--- src/rtl/vga_timing_pkg.sv ---
// Shared VGA 640x480@60 timing defaults, phase encoding and sync-level helper.
package vga_timing_pkg;

    localparam int DEF_H_ACTIVE = 640;
    localparam int DEF_H_FP     = 16;
    localparam int DEF_H_SYNC   = 96;
    localparam int DEF_H_BP     = 48;
    localparam int DEF_V_ACTIVE = 480;
    localparam int DEF_V_FP     = 10;
    localparam int DEF_V_SYNC   = 2;
    localparam int DEF_V_BP     = 33;

    localparam logic DEF_SYNC_POL = 1'b0;

    localparam int H_TOTAL = DEF_H_ACTIVE + DEF_H_FP + DEF_H_SYNC + DEF_H_BP;
    localparam int V_TOTAL = DEF_V_ACTIVE + DEF_V_FP + DEF_V_SYNC + DEF_V_BP;
    localparam int CNT_W   = 10;

    typedef enum logic [1:0] {
        PH_ACTIVE = 2'd0,
        PH_FRONT  = 2'd1,
        PH_SYNC   = 2'd2,
        PH_BACK   = 2'd3
    } phase_t;

    function automatic logic sync_level(input phase_t ph, input logic pol);
        return (ph == PH_SYNC) ? pol : ~pol;
    endfunction

endpackage

--- src/rtl/vga_axis_counter.sv ---
// One raster axis: position counter plus ACTIVE/FRONT/SYNC/BACK phase register.
module vga_axis_counter
    import vga_timing_pkg::*;
#(
    parameter int ACTIVE = DEF_H_ACTIVE,
    parameter int FP     = DEF_H_FP,
    parameter int SYNC   = DEF_H_SYNC,
    parameter int BP     = DEF_H_BP
) (
    input  logic             clk,
    input  logic             reset,
    input  logic             adv,
    output logic [CNT_W-1:0] count,
    output phase_t           phase,
    output logic             wrap
);

    localparam logic [CNT_W-1:0] LAST_ACTIVE = CNT_W'(ACTIVE - 1);
    localparam logic [CNT_W-1:0] LAST_FRONT  = CNT_W'(ACTIVE + FP - 1);
    localparam logic [CNT_W-1:0] LAST_SYNC   = CNT_W'(ACTIVE + FP + SYNC - 1);
    localparam logic [CNT_W-1:0] LAST_TOTAL  = CNT_W'(ACTIVE + FP + SYNC + BP - 1);
    localparam logic [CNT_W-1:0] CNT_ZERO    = CNT_W'(0);
    localparam logic [CNT_W-1:0] CNT_ONE     = CNT_W'(1);

    logic [CNT_W-1:0] r_count;
    logic [CNT_W-1:0] w_count_next;
    phase_t           r_phase;
    phase_t           w_phase_next;

    assign wrap  = adv & (r_count == LAST_TOTAL);
    assign count = r_count;
    assign phase = r_phase;

    // Next position and phase; a phase ends only on an advance at its last value.
    always_comb begin
        w_count_next = r_count;
        w_phase_next = r_phase;
        if (adv) begin
            if (r_count == LAST_TOTAL) begin
                w_count_next = CNT_ZERO;
            end else begin
                w_count_next = r_count + CNT_ONE;
            end
            case (r_phase)
                PH_ACTIVE: begin
                    if (r_count == LAST_ACTIVE) w_phase_next = PH_FRONT;
                    else                        w_phase_next = PH_ACTIVE;
                end
                PH_FRONT: begin
                    if (r_count == LAST_FRONT) w_phase_next = PH_SYNC;
                    else                       w_phase_next = PH_FRONT;
                end
                PH_SYNC: begin
                    if (r_count == LAST_SYNC) w_phase_next = PH_BACK;
                    else                      w_phase_next = PH_SYNC;
                end
                PH_BACK: begin
                    if (r_count == LAST_TOTAL) w_phase_next = PH_ACTIVE;
                    else                       w_phase_next = PH_BACK;
                end
                default: w_phase_next = PH_ACTIVE;
            endcase
        end else begin
            w_count_next = r_count;
            w_phase_next = r_phase;
        end
    end

    // Position and phase state; reset parks on the last position of the back porch.
    always_ff @(posedge clk or negedge reset) begin
        if (!reset) begin
            r_count <= LAST_TOTAL;
            r_phase <= PH_BACK;
        end else begin
            r_count <= w_count_next;
            r_phase <= w_phase_next;
        end
    end

endmodule

--- src/rtl/vga_timing_gen.sv ---
// VGA raster timing generator driven by a pixel-rate clock enable derived from a divider tap.
module vga_timing_gen
    import vga_timing_pkg::*;
#(
    parameter int   H_ACTIVE = DEF_H_ACTIVE,
    parameter int   H_FP     = DEF_H_FP,
    parameter int   H_SYNC   = DEF_H_SYNC,
    parameter int   H_BP     = DEF_H_BP,
    parameter int   V_ACTIVE = DEF_V_ACTIVE,
    parameter int   V_FP     = DEF_V_FP,
    parameter int   V_SYNC   = DEF_V_SYNC,
    parameter int   V_BP     = DEF_V_BP,
    parameter logic SYNC_POL = DEF_SYNC_POL
) (
    input  logic             clk,
    input  logic             reset,
    input  logic             div_tap,
    output logic [CNT_W-1:0] hcount,
    output logic [CNT_W-1:0] vcount,
    output logic             hsync,
    output logic             vsync,
    output logic             video_on,
    output logic             line_start,
    output logic             frame_start
);

    localparam logic [CNT_W-1:0] H_LAST = CNT_W'(H_ACTIVE + H_FP + H_SYNC + H_BP - 1);
    localparam logic [CNT_W-1:0] V_LAST = CNT_W'(V_ACTIVE + V_FP + V_SYNC + V_BP - 1);

    logic             r_tap_q;
    logic             w_tick;
    logic             w_v_adv;
    logic [CNT_W-1:0] w_h_count;
    logic [CNT_W-1:0] w_v_count;
    phase_t           w_h_phase;
    phase_t           w_v_phase;
    logic             w_h_wrap;
    logic             w_v_wrap;
    logic             r_line_evt;
    logic             r_frame_evt;

    assign w_tick  = div_tap & ~r_tap_q;
    assign w_v_adv = w_tick & w_h_wrap;

    // Divider tap history for rising-edge detection.
    always_ff @(posedge clk or negedge reset) begin
        if (!reset) begin
            r_tap_q <= 1'b0;
        end else begin
            r_tap_q <= div_tap;
        end
    end

    vga_axis_counter #(
        .ACTIVE (H_ACTIVE),
        .FP     (H_FP),
        .SYNC   (H_SYNC),
        .BP     (H_BP)
    ) u_h_axis (
        .clk    (clk),
        .reset  (reset),
        .adv    (w_tick),
        .count  (w_h_count),
        .phase  (w_h_phase),
        .wrap   (w_h_wrap)
    );

    vga_axis_counter #(
        .ACTIVE (V_ACTIVE),
        .FP     (V_FP),
        .SYNC   (V_SYNC),
        .BP     (V_BP)
    ) u_v_axis (
        .clk    (clk),
        .reset  (reset),
        .adv    (w_v_adv),
        .count  (w_v_count),
        .phase  (w_v_phase),
        .wrap   (w_v_wrap)
    );

    // Wrap strobes captured alongside the counter update so pulses line up with the new position.
    always_ff @(posedge clk or negedge reset) begin
        if (!reset) begin
            r_line_evt  <= 1'b0;
            r_frame_evt <= 1'b0;
        end else begin
            r_line_evt  <= w_h_wrap;
            r_frame_evt <= w_v_wrap;
        end
    end

    // Output register stage: every output changes on the same edge.
    always_ff @(posedge clk or negedge reset) begin
        if (!reset) begin
            hcount      <= H_LAST;
            vcount      <= V_LAST;
            hsync       <= ~SYNC_POL;
            vsync       <= ~SYNC_POL;
            video_on    <= 1'b0;
            line_start  <= 1'b0;
            frame_start <= 1'b0;
        end else begin
            hcount      <= w_h_count;
            vcount      <= w_v_count;
            hsync       <= sync_level(w_h_phase, SYNC_POL);
            vsync       <= sync_level(w_v_phase, SYNC_POL);
            video_on    <= (w_h_phase == PH_ACTIVE) && (w_v_phase == PH_ACTIVE);
            line_start  <= r_line_evt;
            frame_start <= r_frame_evt;
        end
    end

endmodule

--- config.mk ---
export PLATFORM = sky130hd
export DESIGN_NAME = vga_timing_gen
export DESIGN_NICKNAME = d
export VERILOG_FILES = /design/src/rtl/vga_timing_pkg.sv /design/src/rtl/vga_axis_counter.sv /design/src/rtl/vga_timing_gen.sv
export SDC_FILE = /design/constraint.sdc
export NUM_CORES = 1
export LEC_CHECK = 0
export BUFFER_PORTS_ARGS = -buffer_cell sky130_fd_sc_hd__buf_2
export CORE_MARGIN = 8
export CORE_UTILIZATION = 55
export DETAILED_ROUTE_END_ITERATION = 8
export GPL_TIMING_DRIVEN = 0
export PLACE_DENSITY = 0.77
export SYNTH_ARGS = -nofsm -noshare
export SYNTH_HDL_FRONTEND = slang
export SYNTH_SLANG_ARGS = --single-unit
--- constraint.sdc ---
create_clock -name clk -period 3.2 [get_ports clk]
set_input_delay 0.16 -clock clk [delete_from_list [all_inputs] [get_ports clk]]
set_output_delay 0.16 -clock clk [all_outputs]
set_load 0.01 [all_outputs]
==> Yosys cells after proc, flatten, opt, wreduce, memory -nomap -nowiden <==
Index checks and enable logic that the tools add are counted.
W data, S select, Z words.
{ "op_classes": {"mux": 14, "bitwise_logic": 5, "add_sub_neg": 2, "eq_ne": 14, "reduce_logical": 3} }
{ "op_table": {"columns": ["operator", "n"], "rows": [
  ["$eq A10 B10 Y1 const B", 5],
  ["$eq A10 B9 Y1 const B", 3],
  ["$add A10 B1 Y10 const B", 2],
  ["$mux W10", 2],
  ["$pmux W2 S4", 2],
  ["$eq A2 B2 Y1 const B", 4],
  ["$mux W2", 4],
  ["$mux W1", 6],
  ["$and A1 B1 Y1", 4],
  ["$eq A2 B1 Y1 const B", 2],
  ["$logic_not A2 Y1", 2],
  ["$logic_and A1 B1 Y1", 1],
  ["$not A1 Y1", 1]
]} }
{ "word_totals": {"reg_bits": 52, "in_bits": 3} }

==> Longest topological paths before layout <==
{ "depth": {"word_depth": 5, "mapped_depth": 7} }

==> Cells and area by module <==
Synthesis repeated with hierarchy kept, for this count alone.
{ "unflattened": {"hier_cells": 177, "area_unflattened_um2": 2202.1} }
{ "by_module_without_submodules": {"columns": ["module", "cells_per_inst", "seq_area_each_um2", "area_each_um2", "instances"], "rows": [
  ["vga_timing_gen", 33, 715.7, 755.7, 1],
  ["vga_axis_counter (u_v_axis)", 73, 306.5, 729.4, 1],
  ["vga_axis_counter (u_h_axis)", 71, 311.5, 716.9, 1]
]} }

==> Least setup slack after synthesis <==
OpenSTA, ideal clock, no wires.
{ "synth_path": {"path_type": "flip-flop to flip-flop", "from": "register u_h_axis.r_count[0] (netlist: u_h_axis.count[0])", "to": "register u_v_axis.r_count[3] (netlist: u_v_axis.count[3])", "t_arrival_ps": 1643, "stages_incl_launch_ff": 6, "n_path_buf": 0, "setup_time_ps": 73, "setup_slack_ps": 1484, "period_less_slack_ps": 1716, "cell_sequence": "dfstp_2 > ha_1 > and3_1 > nand3_1 > or4_1 > a21oi_1"} }
{ "synth_via": {"elab_chain_cells": 3} }
{ "synth_lines": {"columns": ["element", "line", "rtl"], "rows": [
  ["start: declaration", "vga_axis_counter.sv:25", "logic [CNT_W-1:0] r_count;"],
  ["start signal: assignment", "vga_axis_counter.sv:75", "r_count <= w_count_next;"],
  ["$eq A10 B10 Y1", "vga_axis_counter.sv:30", "assign wrap = adv & (r_count == LAST_TOTAL);"],
  ["$and A1 B1 Y1", "vga_axis_counter.sv:30", null],
  ["$and A1 B1 Y1", "vga_timing_gen.sv:43", "assign w_v_adv = w_tick & w_h_wrap;"],
  ["end signal: assignment", "vga_axis_counter.sv:75", null],
  ["end: declaration", "vga_axis_counter.sv:25", null]
]} }
No other way between the ends.
A chain may end at the register's enable or synchronous reset.

==> Final worst setup path <==
Same ends and word-level chain as after synthesis.

==> reports/metrics.csv <==
stage,metric,value,unit
status,status,completed,
die,die_area,6080,um2
timing,holdWs,0.0451,ns
die,pin_count,28,
timing,finalCriticalPeriod,1.93,ns
layout,multi_input_area,733,um2
clock_network,clk_path_buf_depth,2,
layout,fillerInstances,295,
layout,syn2layout_area_growth,14.4,%
placed_design,hpwl,2.60,mm
synth,synth_top_area_share,0.323,
timing,slew_headroom,0.285,
routing,drc,0,
synth,yosys-top-cells-area,"dfstp_2, dfrtp_1, nand3_1",
die,start_util,0.573,
global_route,grt_max_degree,53,
setup_path,end_kind,register,
pwr,p_seq_frac,0.611,
global_route,grt.total_usage,0.127,
pwr,power.density,557,nW/um2
timing,worst_pin_slew,1.07,ns
global_route,first_global_vias,1416,
global_route,grt_pass1_wl,6.28,mm
layout,layout-drive-gt1-share,0.329,
clock_network,clk_latency,0.30,ns
routing,drtIter0Drc,84,
layout,final_cell_mix,"buf_2, dfrtp_1, dfstp_2, nand3_1, nand2_1",
timing,clock_skew,0.00378,ns
placed_design,port_buffers,27,
synth,yosysWarnings,0,
routing,dr.pass1.iters,4,
layout,insertedDiodeCount,0,
global_route,antenna_found_initial,0,
timing,finalCritPeriodShare,0.604,
clock_network,postCtsSetupBuffers,0,
timing,hold_viol_final,0,
die,core-area,3690,um2
timing,fin_setup_tns,0,ns
placed_design,gp_congestion,0.891,
synth,syn_area,2110,um2
synth,netlist_instances,171,
routing,vias,1422,
pwr,p_sw,0.333,mW
synth,syn-num-nets,178,
clock_network,cts_tree,yes,
layout,final_common_cell,buf_2,
pwr,intPower,1.01,mW
timing,rsz0062_at_grt,false,
synth,synth_edf_count,0,
die,die_x,78.0,um
global_route,grt_overflow_total,0,
pwr,p_leak,1.11,nW
clock_network,clock-root-buffer,clkbuf_8,
routing,via_per_inst,5.58,
pwr,finalPower,1.35,mW
die,die_y,78.0,um
synth,ys_seq_elements,52,
synth,synth-async-reset-ratio,1.00,
layout,register_area,1330,um2
pwr,comb_power_share,0.099,
pwr,p_clk_frac,0.289,
pwr,sw_frac_of_total,0.247,
clock_network,numCtsBuffers,5,
clock_network,clk_pin_slew_worst_paths,0.08,ns
synth,ys.flop_type,dfstp_2,
synth,synth_cell_types,45,
timing,finalSetupViolations,0,
placed_design,dpl_cell_area,2310,um2
layout,nets,213,
setup_path,cp-start-kind,register,
die,rows,22,
timing,slew_viol_final,0,
routing,routed_wl,3.74,mm
setup_path,worstSetupPathType,register to register,
routing,ant_nets,0,
pwr,irDropWorstVdd,589,uV
setup_path,cp_data_required_time,3.43,ns
synth,synth_top_area_cell,dfstp_2,
hold_path,hp-class,primary input to async pin,
setup_path,worst_ep_arrival_time,2.17,ns
synth,syn_area_per_cell,12.4,um2
clock_network,cts.sinks,52,
routing,detail_route.wl_per_cell,14.6,um
layout,final_area,2420,um2
job,drv_cap,0,
clock_network,cts.htree.levels,2,
timing,max_freq,518,MHz
setup_path,crit_fanout,6,
synth,ys_seq_area_frac,0.631,
-- worst max-delay path: stages (launching register included) --
cell and delay, ns:
dfstp_2 0.59, ha_1 0.19, and3_1 0.23, nand3_1 0.19, or4_1 0.51, a21oi_1 0.16
-- power by group through the flow --
| stage | Clock, mW | Sequential [mW] | Combinational (mW) |
|---|---|---|---|
| CTS | 0.401 | 0.822 | 0.137 |
| floorplan | 0 | 0.838 | 0.0603 |
| finish | 0.390 | 0.823 | 0.134 |
| global route | 0.422 | 0.833 | 0.152 |
| detailed placement | 0 | 0.833 | 0.135 |
| global placement | 0 | 0.830 | 0.130 |
-- Yosys cell counts, types with 2 or more instances --
cell,n
dfrtp_1,26
dfstp_2,26
nand3_1,13
nand2_1,12
a21oi_1,7
inv_1,7
o21ai_0,7
a31oi_1,6
nor2_1,6
nor3_1,6
xor2_1,5
ha_1,4
xnor2_1,4
nor3b_1,3
and3_1,2
buf_2,2
nand2b_1,2
nand4_1,2
nand4_2,2
o31ai_1,2
or3_1,2
or3b_1,2
-- final timing paths --
kind	startpoint	end	slack, ns	cells past startpoint
worst max-delay path	u_h_axis.count[0]	u_v_axis.count[3]	1.27	5
worst min-delay path	reset	hcount[7]	0.05	1
worst max register to register	u_h_axis.count[0]	u_v_axis.count[3]	1.27	5
worst min register to register	r_line_evt	line_start	0.35	0
max in group asynchronous	reset	video_on	2.49	1
min in group clk	r_line_evt	line_start	0.35	0
-- area by class of cell --
class,instances,area share
Buffer,3,0.00879
Clock buffer,8,0.0414
Inverter,7,0.0109
Multi-Input combinational cell,109,0.303
Sequential cell,52,0.551
Tap cell,48,0.0248
Timing Repair Buffer,28,0.0600
-- sequential cells by signal (all words and copies together) (netlist names) --
name	cells
u_h_axis.count	10
frame_start	1
vcount	10
vsync	1
line_start	1
r_frame_evt	1
u_h_axis.phase	2
hcount	10
video_on	1
r_line_evt	1
r_tap_q	1
hsync	1
u_v_axis.phase	2
u_v_axis.count	10
-- per-stage QoR --
step,util,std cells,setup slack [ns]
global route,0.656,255,1.17
finish,0.656,255,1.27
detailed placement,0.626,246,1.31
CTS,0.653,254,1.28
global placement,0.626,246,1.35
floorplan,-,171,1.48
-- what timing repair did --
item	CTS	global route
endpoints found under the setup margin	0	0
gates resized for setup	0	0
hold buffers	0	1
endpoints found under the hold margin	0	1
-- kinds of logic after synthesis --
group,after synthesis,synth area share
simple gates,65,0.190
flops,52,0.631
compound gates,29,0.0858
buf+inv,10,0.0225
xor+xnor,9,0.0373
fa+ha+maj,4,0.0237
mux,2,0.0101
-- routing by layer --
layer	global-route usage	up-vias	share of wire
li1	-	679	-
met1	0.147	703	0.44
met2	0.209	35	0.47
met3	0.0495	5	0.071
met4	0.0444	0	0.014
met5	0	-	0
No activity file was read; power rests on OpenSTA's default activity.
